**src/rtl/regs_wb_arbiter_pkg.sv**
```systemverilog
// Shared widths, constants and FSM encoding for the register-file write-back arbiter.
package regs_wb_arbiter_pkg;

    localparam int REGS_ADDR_W = 5;
    localparam int REGS_DATA_W = 32;

    localparam logic [REGS_ADDR_W-1:0] ZERO_REG     = '0;
    localparam logic                   WRITE_ENABLE = 1'b1;

    typedef enum logic {
        NORMAL = 1'b0,
        FORCE  = 1'b1
    } arb_state_e;

endpackage

```
**src/rtl/regs_scoreboard.sv**
```systemverilog
// Pending-write scoreboard for multi-cycle results: set on issue, clear on port-1 grant,
// combinational read-hazard and WAW lookups.
module regs_scoreboard
    import regs_wb_arbiter_pkg::*;
#(
    parameter int ADDR_W = REGS_ADDR_W
) (
    input  logic              clk,
    input  logic              rst,
    input  logic              i_issue,
    input  logic [ADDR_W-1:0] i_issue_rd,
    input  logic              i_clr_en,
    input  logic [ADDR_W-1:0] i_clr_addr,
    input  logic [ADDR_W-1:0] i_raddr1,
    input  logic [ADDR_W-1:0] i_raddr2,
    output logic              o_issue_stall,
    output logic              o_hazard1,
    output logic              o_hazard2
);

    localparam int NREG = 1 << ADDR_W;

    logic [NREG-1:0] r_pending;
    logic [NREG-1:0] w_pending_nxt;
    logic            w_clr_hit;
    logic            w_set;

    // A grant retiring the same register this cycle frees the slot for the new issue.
    assign w_clr_hit     = i_clr_en && (i_clr_addr == i_issue_rd);
    assign o_issue_stall = !rst && i_issue && r_pending[i_issue_rd] && !w_clr_hit;
    assign w_set         = i_issue && !o_issue_stall && (i_issue_rd != ADDR_W'(ZERO_REG));

    assign o_hazard1 = !rst && r_pending[i_raddr1];
    assign o_hazard2 = !rst && r_pending[i_raddr2];

    always_comb begin
        w_pending_nxt = r_pending;
        if (i_clr_en) w_pending_nxt[i_clr_addr] = 1'b0;
        if (w_set)    w_pending_nxt[i_issue_rd] = 1'b1;
        w_pending_nxt[0] = 1'b0;
    end

    always_ff @(posedge clk) begin
        if (rst) r_pending <= '0;
        else     r_pending <= w_pending_nxt;
    end

endmodule

```
**src/rtl/regs_wb_arbiter.sv**
```systemverilog
// Two-writer arbiter for the register-file write port with anti-starvation FSM and a registered
// write stage. Define REGS_WB_ARBITER_PERF_EN to add conflict/FORCE-entry counters.
module regs_wb_arbiter
    import regs_wb_arbiter_pkg::*;
#(
    parameter int ADDR_W     = REGS_ADDR_W,
    parameter int DATA_W     = REGS_DATA_W,
    parameter int STARVE_MAX = 4
) (
    input  logic              clk,
    input  logic              rst,
    input  logic              ex_we_i,
    input  logic [ADDR_W-1:0] ex_waddr_i,
    input  logic [DATA_W-1:0] ex_wdata_i,
    output logic              ex_stall_o,
    input  logic              mc_valid_i,
    output logic              mc_ready_o,
    input  logic [ADDR_W-1:0] mc_waddr_i,
    input  logic [DATA_W-1:0] mc_wdata_i,
    input  logic              issue_i,
    input  logic [ADDR_W-1:0] issue_rd_i,
    output logic              issue_stall_o,
    input  logic [ADDR_W-1:0] raddr1_i,
    input  logic [ADDR_W-1:0] raddr2_i,
    output logic              hazard1_o,
    output logic              hazard2_o,
`ifdef REGS_WB_ARBITER_PERF_EN
    output logic [31:0]       conflict_cnt_o,
    output logic [31:0]       force_cnt_o,
`endif
    output logic              we_o,
    output logic [ADDR_W-1:0] waddr_o,
    output logic [DATA_W-1:0] wdata_o
);

    arb_state_e r_state, w_state_nxt;
    logic [3:0] r_starve_cnt, w_starve_cnt_nxt;
    logic       w_grant0, w_grant1;

    always_comb begin
        w_state_nxt      = r_state;
        w_starve_cnt_nxt = r_starve_cnt;
        w_grant0         = 1'b0;
        w_grant1         = 1'b0;
        if (!rst) begin
            case (r_state)
                NORMAL: begin
                    if (ex_we_i) begin
                        w_grant0 = 1'b1;
                        if (mc_valid_i) begin
                            w_starve_cnt_nxt = r_starve_cnt + 4'd1;
                            if (r_starve_cnt == 4'(STARVE_MAX - 1)) w_state_nxt = FORCE;
                        end else begin
                            w_starve_cnt_nxt = '0;
                        end
                    end else if (mc_valid_i) begin
                        w_grant1         = 1'b1;
                        w_starve_cnt_nxt = '0;
                    end
                end
                FORCE: begin
                    // If the starved result vanished, port 0 simply proceeds this cycle.
                    w_state_nxt      = NORMAL;
                    w_starve_cnt_nxt = '0;
                    if (mc_valid_i)   w_grant1 = 1'b1;
                    else if (ex_we_i) w_grant0 = 1'b1;
                end
                default: w_state_nxt = NORMAL;
            endcase
        end
    end

    assign ex_stall_o = ex_we_i && w_grant1;
    assign mc_ready_o = w_grant1;

    always_ff @(posedge clk) begin
        if (rst) begin
            r_state      <= NORMAL;
            r_starve_cnt <= '0;
        end else begin
            r_state      <= w_state_nxt;
            r_starve_cnt <= w_starve_cnt_nxt;
        end
    end

    // Writes to x0 are consumed but never reach the register file.
    always_ff @(posedge clk) begin
        if (rst) begin
            we_o    <= 1'b0;
            waddr_o <= '0;
            wdata_o <= '0;
        end else begin
            we_o <= 1'b0;
            if (w_grant0) begin
                we_o    <= (ex_waddr_i != ADDR_W'(ZERO_REG)) ? WRITE_ENABLE : 1'b0;
                waddr_o <= ex_waddr_i;
                wdata_o <= ex_wdata_i;
            end else if (w_grant1) begin
                we_o    <= (mc_waddr_i != ADDR_W'(ZERO_REG)) ? WRITE_ENABLE : 1'b0;
                waddr_o <= mc_waddr_i;
                wdata_o <= mc_wdata_i;
            end
        end
    end

    regs_scoreboard #(.ADDR_W(ADDR_W)) u_sb (
        .clk          (clk),
        .rst          (rst),
        .i_issue      (issue_i),
        .i_issue_rd   (issue_rd_i),
        .i_clr_en     (w_grant1),
        .i_clr_addr   (mc_waddr_i),
        .i_raddr1     (raddr1_i),
        .i_raddr2     (raddr2_i),
        .o_issue_stall(issue_stall_o),
        .o_hazard1    (hazard1_o),
        .o_hazard2    (hazard2_o)
    );

`ifdef REGS_WB_ARBITER_PERF_EN
    logic [31:0] r_conflict_cnt, r_force_cnt;

    always_ff @(posedge clk) begin
        if (rst) begin
            r_conflict_cnt <= '0;
            r_force_cnt    <= '0;
        end else begin
            if (ex_we_i && mc_valid_i)                    r_conflict_cnt <= r_conflict_cnt + 32'd1;
            if (r_state == NORMAL && w_state_nxt == FORCE) r_force_cnt    <= r_force_cnt + 32'd1;
        end
    end

    assign conflict_cnt_o = r_conflict_cnt;
    assign force_cnt_o    = r_force_cnt;
`endif

endmodule
```
**config.mk**
```make
export PLATFORM = sky130hd
export DESIGN_NAME = regs_wb_arbiter
export DESIGN_NICKNAME = d
export VERILOG_FILES = /design/src/rtl/regs_wb_arbiter_pkg.sv /design/src/rtl/regs_scoreboard.sv /design/src/rtl/regs_wb_arbiter.sv
export SDC_FILE = /design/constraint.sdc
export NUM_CORES = 1
export LEC_CHECK = 0
export CAP_MARGIN = 20
export CELL_PAD_IN_SITES_DETAIL_PLACEMENT = 1
export CELL_PAD_IN_SITES_GLOBAL_PLACEMENT = 1
export CORE_ASPECT_RATIO = 1.1
export CORE_MARGIN = 2
export CORE_UTILIZATION = 35
export DETAILED_ROUTE_END_ITERATION = 8
export PLACE_DENSITY = 0.85
export SETUP_SLACK_MARGIN = 0.02
export SLEW_MARGIN = 20
export SYNTH_ARGS = -nofsm -noshare
export SYNTH_HDL_FRONTEND = slang
export SYNTH_SLANG_ARGS = --single-unit
```
**constraint.sdc**
```tcl
create_clock -name clk -period 3.05 [get_ports clk]
set_clock_uncertainty 0.15 [all_clocks]
set_input_delay 0.4575 -clock clk [delete_from_list [all_inputs] [get_ports clk]]
set_output_delay 0.4575 -clock clk [all_outputs]
set_load 0.01 [all_outputs]
```
==> run metrics, run 1 <==
status completed; dpl cells around 740; final antenna-violating net count 0; mux cell area share after synthesis between 20% and 30%; Min-Delay Path Depth 1; I/O Pins 137; Clock power frac 42.2%; Power Total between 2 and 3 mW; largest family of logic cells by synthesized area multiplexers; post-synthesis simple-gate area fraction 13.4%; LEAKAGE approximately 2.4 nW; CTS tree built; root buffer cell clkbuf_16; Initial Utilization 35.7%; max_slew headroom about three fifths; number of flops mapped to enable cells by yosys 0; final hold vios 0; grt total ovfl 0; Core Util, Final 53.6%; WL final ~16 mm; area post-placement about 0.0061 sq mm; core area 0.0119 sq mm; RSZ-0062 raised after global routing no; hold_buf cts 0; Die Y between 100 and 150 um; Via density roughly 5.7; first-pass GRT wire length around 25 mm; worst-margin pin slew roughly 0.57 ns; gpl congestion approximately 0.91; Worst setup EP type primary output; Multi-input gate area roughly 0.0026 sq mm; CTS clock-pin slew for the worst setup and hold paths ~0.060 ns; logic gate share of total power around a fifth; fraction of layout cells with a size suffix above 1 19.6%; Crit Reg-Reg Endpoint u_sb.r_pending[27]$_SDFF_PP0_; non-filler instance count after layout between 700 and 800; CP startpoint kind input port; worst reg-to-reg path cell count 6; largest net degree at the start of global routing 63; TritonCTS Buffers 9; iteration-0 DRC count of the detailed router around 220; Mapped Area between 0.004 and 0.005 sq mm; area grow syn2layout 50.4%; postcts setup bufs 0; switch share between 20% and 30%; die area approximately 0.013 sq mm; fin area between 0.006 and 0.007 sq mm; register area share after synthesis about a third; initial antenna violation count 0; crit path time final roughly 3.0 ns; Gate Count Post-Synth 446; Max-Cap Viols 0; fmax ~340 MHz; PortBufs approximately 140; Die Wd about 110 um; #FFs+latches synth 74; CP max FO 16; drt drc 0; H-tree lvl count 3; XOR/XNOR share of the synthesized area approximately 1%; n_diodes 0; wire length per cell between 20 and 25 um; Max Slew Vio Count 0; FP Rows 42; Post-Synth Adder-Cell Area 0.294%; worst r2r src u_sb.r_pending[26]$_SDFF_PP0_; number of fill cells in the layout 1,319; Sink Count 74; WP data required ~2.4 ns; setup violators final 0; vias in the first global route 4,706; leading cell type in the layout, fill and taps excluded clkdlybuf4s50_1; sw power between 700 and 800 uW; FF-to-FF setup slack about 0.64 ns; Mapped Nets 541; fraction of registers with async set/reset 0%; FF+latch area between 0.001 and 0.0015 sq mm; Pint between 2 and 2.5 mW; most frequent cells in the layout 129 x clkdlybuf4s50_1, 74 x dfxtp_1, 51 x nor2_1; Data arrival, critical path between 2 and 2.5 ns; synth unique cells between 40 and 50; TritonRoute pass-1 iters 4; worst setup path class in2out; share of power burned in registers between 30% and 40%; hold_sp r_starve_cnt[3]$_SDFFE_PP0P_; hold-critical path endpoint r_state$_SDFF_PP0_; fin nets ~700; Tcrit/Tclk final between 90 and 100%; Via Count between 4,000 and 5,000; Main synth FF type dfxtp_1; pwr dens about 430 mW/mm^2; Worst-Skew Late Latency around 0.34 ns; count of warnings emitted by yosys 0; complex-gate fraction of the synthesized area 22.4%; post-detail-place hpwl between 10 and 15 mm; Worst VDD drop 0.233 mV; GRT Resource Usage Total 25.0%; clk buf depth 2; min-delay worst type reg2reg; Mean Syn Cell Area 9.54 sq um
==> cell usage after synthesis (2+ instances only) <==
library cell	number	area, sq um
inv_1	6	22.5
a31oi_2	2	25.0
or2_2	3	18.8
nand2b_1	2	12.5
o21ai_2	20	175
nor3b_1	2	15.0
nand3_1	4	20.0
nor2_1	51	191
buf_6	2	22.5
a31oi_1	2	12.5
or3b_2	2	17.5
buf_2	8	40.0
o221ai_1	2	17.5
a21oi_1	5	25.0
o21ai_0	9	45.0
nand3b_1	5	37.5
nand2_1	36	135
o211ai_1	32	240
xnor2_1	4	35.0
and3b_1	2	17.5
o31ai_1	6	45.0
mux4_2	21	473
clkbuf_1	27	101
nor3_1	9	45.0
a211oi_1	39	293
dfxtp_1	74	1480
nand4_1	2	12.5
or3_1	3	18.8
mux2i_1	50	500
==> what timing repair did <==
action,CTS,global route
pin swaps,0,0
resized for setup,15,1
endpoints found under the setup margin,3,1
==> power by group through the flow <==
| stage | registers [mW] | logic (mW) | clock network [mW] |
|---|---|---|---|
| 6_report | 1.05 | 0.558 | 1.17 |
| 5_1_grt | 1.05 | 0.598 | 1.23 |
| 4_1_cts | 1.05 | 0.561 | 1.19 |
| 3_5_place_dp | 1.07 | 0.556 | 0 |
| 3_3_place_gp | 1.07 | 0.540 | 0 |
| 2_1_floorplan | 1.08 | 0.221 | 0 |
==> layer usage <==
| layer | vias to the layer above | part of all wire, % | GRT usage [%] |
|---|---|---|---|
| li1 | 2006 | - | - |
| met1 | 2087 | 38 | 28.5 |
| met2 | 223 | 49 | 42.5 |
| met3 | 44 | 10 | 6.03 |
| met4 | 0 | 3.5 | 13.6 |
| met5 | - | 0 | 0 |
==> flip-flops by register name, summed over array words and instances (netlist names) <==
signal / count
waddr_o: 5
r_state: 1
we_o: 1
r_starve_cnt: 4
wdata_o: 32
u_sb.r_pending: 31
==> how the worst max path moves through the flow <==
stage | from | end | cells past startpoint
after CTS | issue_rd_i[1] | issue_stall_o | 7
after global routing | issue_rd_i[1] | issue_stall_o | 7
after global placement | raddr2_i[0] | hazard2_o | 7
after floorplan | raddr1_i[0] | hazard1_o | 5
final | issue_rd_i[1] | issue_stall_o | 7
after detailed placement | raddr1_i[0] | hazard1_o | 7
==> logic make-up (layout without fill, tap and decap cells) <==
group / Yosys count / in the layout
xor gates and xnor gates: 5 / 5
buffers and inverters: 45 / 205
and+or+nand+nor: 125 / 125
adders and majority gates: 1 / 1
muxes: 72 / 72
DFF: 74 / 74
AOI/OAI and AO/OA: 124 / 124
==> through the flow <==
step | worst slack [ns] | hold WS, ns | setup TNS (ns)
after floorplan | 0.356 | 0.266 | 0
after global placement | -0.367 | 0.282 | -5.09
after detailed placement | -0.363 | 0.311 | -5.80
after CTS | 0.0920 | 0.322 | 0
after global routing | 0.0238 | 0.351 | 0
final | 0.0895 | 0.320 | 0
==> cell type report <==
cell class                 instances  area share, %
inverter                           7          0.411
clock inverter                     7           1.56
timing repair buffer             182           27.6
sequential                        74           23.2
clock buffer                       9           3.52
tap                              154           3.01
multi-input combinational        327           40.8
==> worst max-delay path, stage by stage <==
cell,delay [ns]
clkdlybuf4s50_1,0.50
buf_12,0.17
mux4_2,0.31
a32o_1,0.29
a31oi_2,0.18
a31oi_1,0.13
dlygate4sd2_1,0.31
Power figures use the tool's default switching activity.
==> inputs of run 2 (changes only) <==
ABC_AREA = 1   (was default)
PLACE_DENSITY = 0.9   (was 0.85)
SLEW_MARGIN = 0   (was 20)
clock period = 3.8 ns   (was 3.05 ns; I/O delays follow)
==> run 2 against run 1 <==
Cell count up 31%. Hold slack better by 0.011 ns. Wire length rose by 18%. Synthesized area rose by 7.0%. Sequential power fell by 20%. Cell area shrank 1.2%. First-iteration DRC count increased by 40%. Register-to-register slack improved by 1.0 ns. Critical endpoint is now hazard2_o.
==> run metrics, run 2 <==
largest family of logic cells by synthesized area simple AND/OR/NAND/NOR gates (was multiplexers); FF-to-FF setup slack 1.68 ns (was 0.64 ns); root buffer cell clkbuf_16 (unchanged); Resize count post-CTS 0 (was 15); max_slew headroom 53.3% (was 61.7%); GR peak layer met2 (unchanged); CP max FO 9 (was 16); WP data required 3.08 ns (was 2.44 ns); setup violators final 0 (unchanged); drt drc 0 (unchanged); grt met2 use 49.2% (was 42.5%); register area share after synthesis 32.6% (was 34.8%); Power Total 2.19 mW (was 2.78 mW); fraction of registers with async set/reset 0% (unchanged); count of warnings emitted by yosys 0 (unchanged); vias in the first global route 5,801 (was 4,706); met1 usage 31.7% (was 28.5%); worst-margin pin slew 0.700 ns (was 0.573 ns); clk buf depth 2 (unchanged); Worst VDD drop 0.197 mV (was 0.233 mV); WL final 19.2 mm (was 16.2 mm); status completed (unchanged); FP Rows 43 (was 42); Tcrit/Tclk final roughly 93%; Data arrival, critical path 2.80 ns (was 2.35 ns); I/O Pins 137 (unchanged); setup slack after layout 0.279 ns (was 0.0895 ns); Post-Synth Adder-Cell Area 0.275% (was 0.294%); post-detail-place hpwl 14.1 mm (was 12.4 mm); Crit Reg-Reg Endpoint u_sb.r_pending[18]$_SDFF_PP0_ (was u_sb.r_pending[27]$_SDFF_PP0_); fmax approximately 280 MHz; Sink Count 74 (unchanged); gpl congestion 0.966 (was 0.913); number of flops mapped to enable cells by yosys 0 (unchanged); pwr dens 347 mW/mm^2 (was 434 mW/mm^2); worst r2r src r_state$_SDFF_PP0_ (was u_sb.r_pending[26]$_SDFF_PP0_); CTS tree built (unchanged); synth unique cells 27 (was 45); hold_sp r_starve_cnt[3]$_SDFFE_PP0P_ (unchanged); max reg flops 32 (unchanged); Initial Utilization 36.0% (was 35.7%); top cells by count, synth 169 x nand2_1, 74 x dfxtp_1, 73 x inv_1, 73 x o21ai_0, 70 x nor2_1 (was 74 x dfxtp_1, 51 x nor2_1, 50 x mux2i_1); fraction of layout cells with a size suffix above 1 4.90% (was 19.6%); n_diodes 0 (unchanged); M3 GR Usage 6.18% (was 6.03%); #FFs+latches synth 74 (unchanged); Mean Syn Cell Area 6.39 sq um (was 9.54 sq um); final hold vios 0 (unchanged); Worst-Skew Late Latency 0.34 ns (about the same); Max stage delay cell, worst path clkdlybuf4s50_1 (unchanged); CP max stage delay 0.57 ns (was 0.50 ns); worst setup path class in2out (unchanged); GRT Resource Usage Total 27.4% (was 25.0%); Biggest register wdata_o (unchanged); Core Util, Final 50.0% (was 53.6%); Min-Delay Path Depth 1 (unchanged); Gate Count Post-Synth 712 (was 446); wire length per cell 19.3 um (was 21.4 um); LEAKAGE 2.66 nW (was 2.37 nW); post-synthesis simple-gate area fraction 33.4% (was 13.4%); crit path time final 3.52 ns; initial antenna violation count 0 (unchanged); first-pass GRT wire length 30.3 mm (was 24.8 mm); iteration-0 DRC count of the detailed router 310 (was 221); H-tree lvl count 3 (unchanged); largest net degree at the start of global routing 53 (was 63); leading cell type in the layout, fill and taps excluded nand2_1 (was clkdlybuf4s50_1); Worst setup EP type primary output (unchanged); Setup TNS 0 ns (unchanged); PortBufs 136 (unchanged); pre-CTS WS 0.352 ns (was -0.363 ns); Max Slew Vio Count 0 (unchanged); final antenna-violating net count 0 (unchanged); fin nets 926 (was 696); Die Y 124 um (was 120 um); TritonCTS Buffers 9 (unchanged); Via density 5.67 (was 5.74); core area 0.0126 sq mm (was 0.0119 sq mm); CP Cell Sequence clkdlybuf4s50_1 > inv_1 > o21ai_0 > o221ai_1 > nand3_1 > o211ai_1 > nand2_1 > nor2_1 > clkdlybuf4s50_1 (was clkdlybuf4s50_1 > buf_12 > mux4_2 > a32o_1 > a31oi_2 > a31oi_1 > dlygate4sd2_1); XOR/XNOR share of the synthesized area 0.770% (was 1.03%); Max-Cap Viols 0 (unchanged); CTS clock-pin slew for the worst setup and hold paths 0.06 ns (about the same); Main synth FF type dfxtp_1 (unchanged); biggest regs wdata_o x32, u_sb.r_pending x31, waddr_o x5 (unchanged); Die Wd 113 um (was 109 um); CP dominant cell by count clkdlybuf4s50_1; Mapped Area 0.00455 sq mm (was 0.00425 sq mm); most frequent cell after synthesis nand2_1 (was dfxtp_1); mux cell area share after synthesis 0% (was 23.5%); complex-gate fraction of the synthesized area 21.8% (was 22.4%); min-delay worst type reg2reg (unchanged); TritonRoute pass-1 iters 5 (was 4); leading post-synthesis cells by cell area dfxtp_1 33%, nand2_1 14%, nand4_1 8.7% (was dfxtp_1 35%, mux2i_1 12%, mux4_2 11%); CP startpoint kind input port (unchanged); RSZ-0062 raised after global routing no (unchanged); die area 0.0139 sq mm (was 0.0130 sq mm); Via Count 5,631 (was 4,360); area grow syn2layout 38.9% (was 50.4%); hold-critical path endpoint r_state$_SDFF_PP0_ (unchanged); WHS 0.331 ns (was 0.320 ns); worst reg-to-reg path cell count 11 (was 6); Mapped Nets 807 (was 541); postcts setup bufs 0 (unchanged); post-synth top area share 32.6% (was 34.8%); cell taking the most area after synthesis dfxtp_1 (unchanged); hold_buf cts 0 (unchanged); grt total ovfl 0 (unchanged); most frequent cells in the layout 169 x nand2_1, 136 x clkdlybuf4s50_1, 74 x dfxtp_1 (was 129 x clkdlybuf4s50_1, 74 x dfxtp_1, 51 x nor2_1)
-- run 2: cell types whose count changed after synthesis, sizes merged, moves of 21 or more --
cell    previous run  this run
nand2             36       173
inv                6        78
nand4              2        63
mux2i             50         0
o21ai             29        73
a211oi            39         0
a21oi              5        40
mux4              22         0
nand3              4        25
-- run 2: power breakdown --
| part | switching, mW | internal (mW) |
|---|---|---|
| combinational | 0.242 | 0.217 |
| sequential | 0.0266 | 0.816 |
| clock | 0.356 | 0.533 |
| total | 0.625 | 1.57 |
-- run 2: cell type report --
class | count | area [sq um]
tap | 157 | 196
clock inverter | 6 | 73.8
inverter | 78 | 293
clock buffer | 10 | 239
sequential | 74 | 1480
fill | 1649 | 6320
timing repair buffer | 150 | 1470
multi-input combinational | 518 | 2570
-- run 2: worst max-delay path, delay by kind of cell --
kind,cells,cell delay (ns)
AOI/OAI and AO/OA,3,0.51
and+or+nand+nor,3,0.29
buffers and inverters,3,1.42
-- run 2: through the flow --
stage / instances / instance area, sq um
2_1_floorplan: 712 / 4550
3_3_place_gp: 977 / 6010
3_5_place_dp: 977 / 6010
4_1_cts: 993 / 6320
5_1_grt: 993 / 6320
6_report: 993 / 6320
-- run 2: cells by family (layout without fill, tap and decap cells) --
family,count (synthesis),after routing
AO/OA/AOI/OAI,168,168
AND/OR/NAND/NOR,345,345
buffers and inverters,120,244
adder cells (fa/ha/maj),1,1
XOR/XNOR,4,4
flip-flops,74,74
-- run 2: worst max-delay path by stage --
stage,start,to,slack (ns)
floorplan,raddr2_i[0],hazard2_o,1.49
global placement,raddr2_i[1],hazard2_o,0.46
detailed placement,raddr2_i[1],hazard2_o,0.35
CTS,issue_rd_i[0],issue_stall_o,0.33
global route,issue_rd_i[0],issue_stall_o,0.13
finish,raddr2_i[1],hazard2_o,0.28
-- run 2: routing by layer --
layer	up-vias	part of all wire [%]
li1	2670	-
met1	2706	40
met3	54	6.2
met4	0	3.3
met5	-	0
met2	201	50
==> inputs of run 3 (changes only) <==
SKIP_LAST_GASP = 1   (was default)
==> results of run 3 <==
Same layout as run 2: the final DEF is identical, and so are final timing and power.
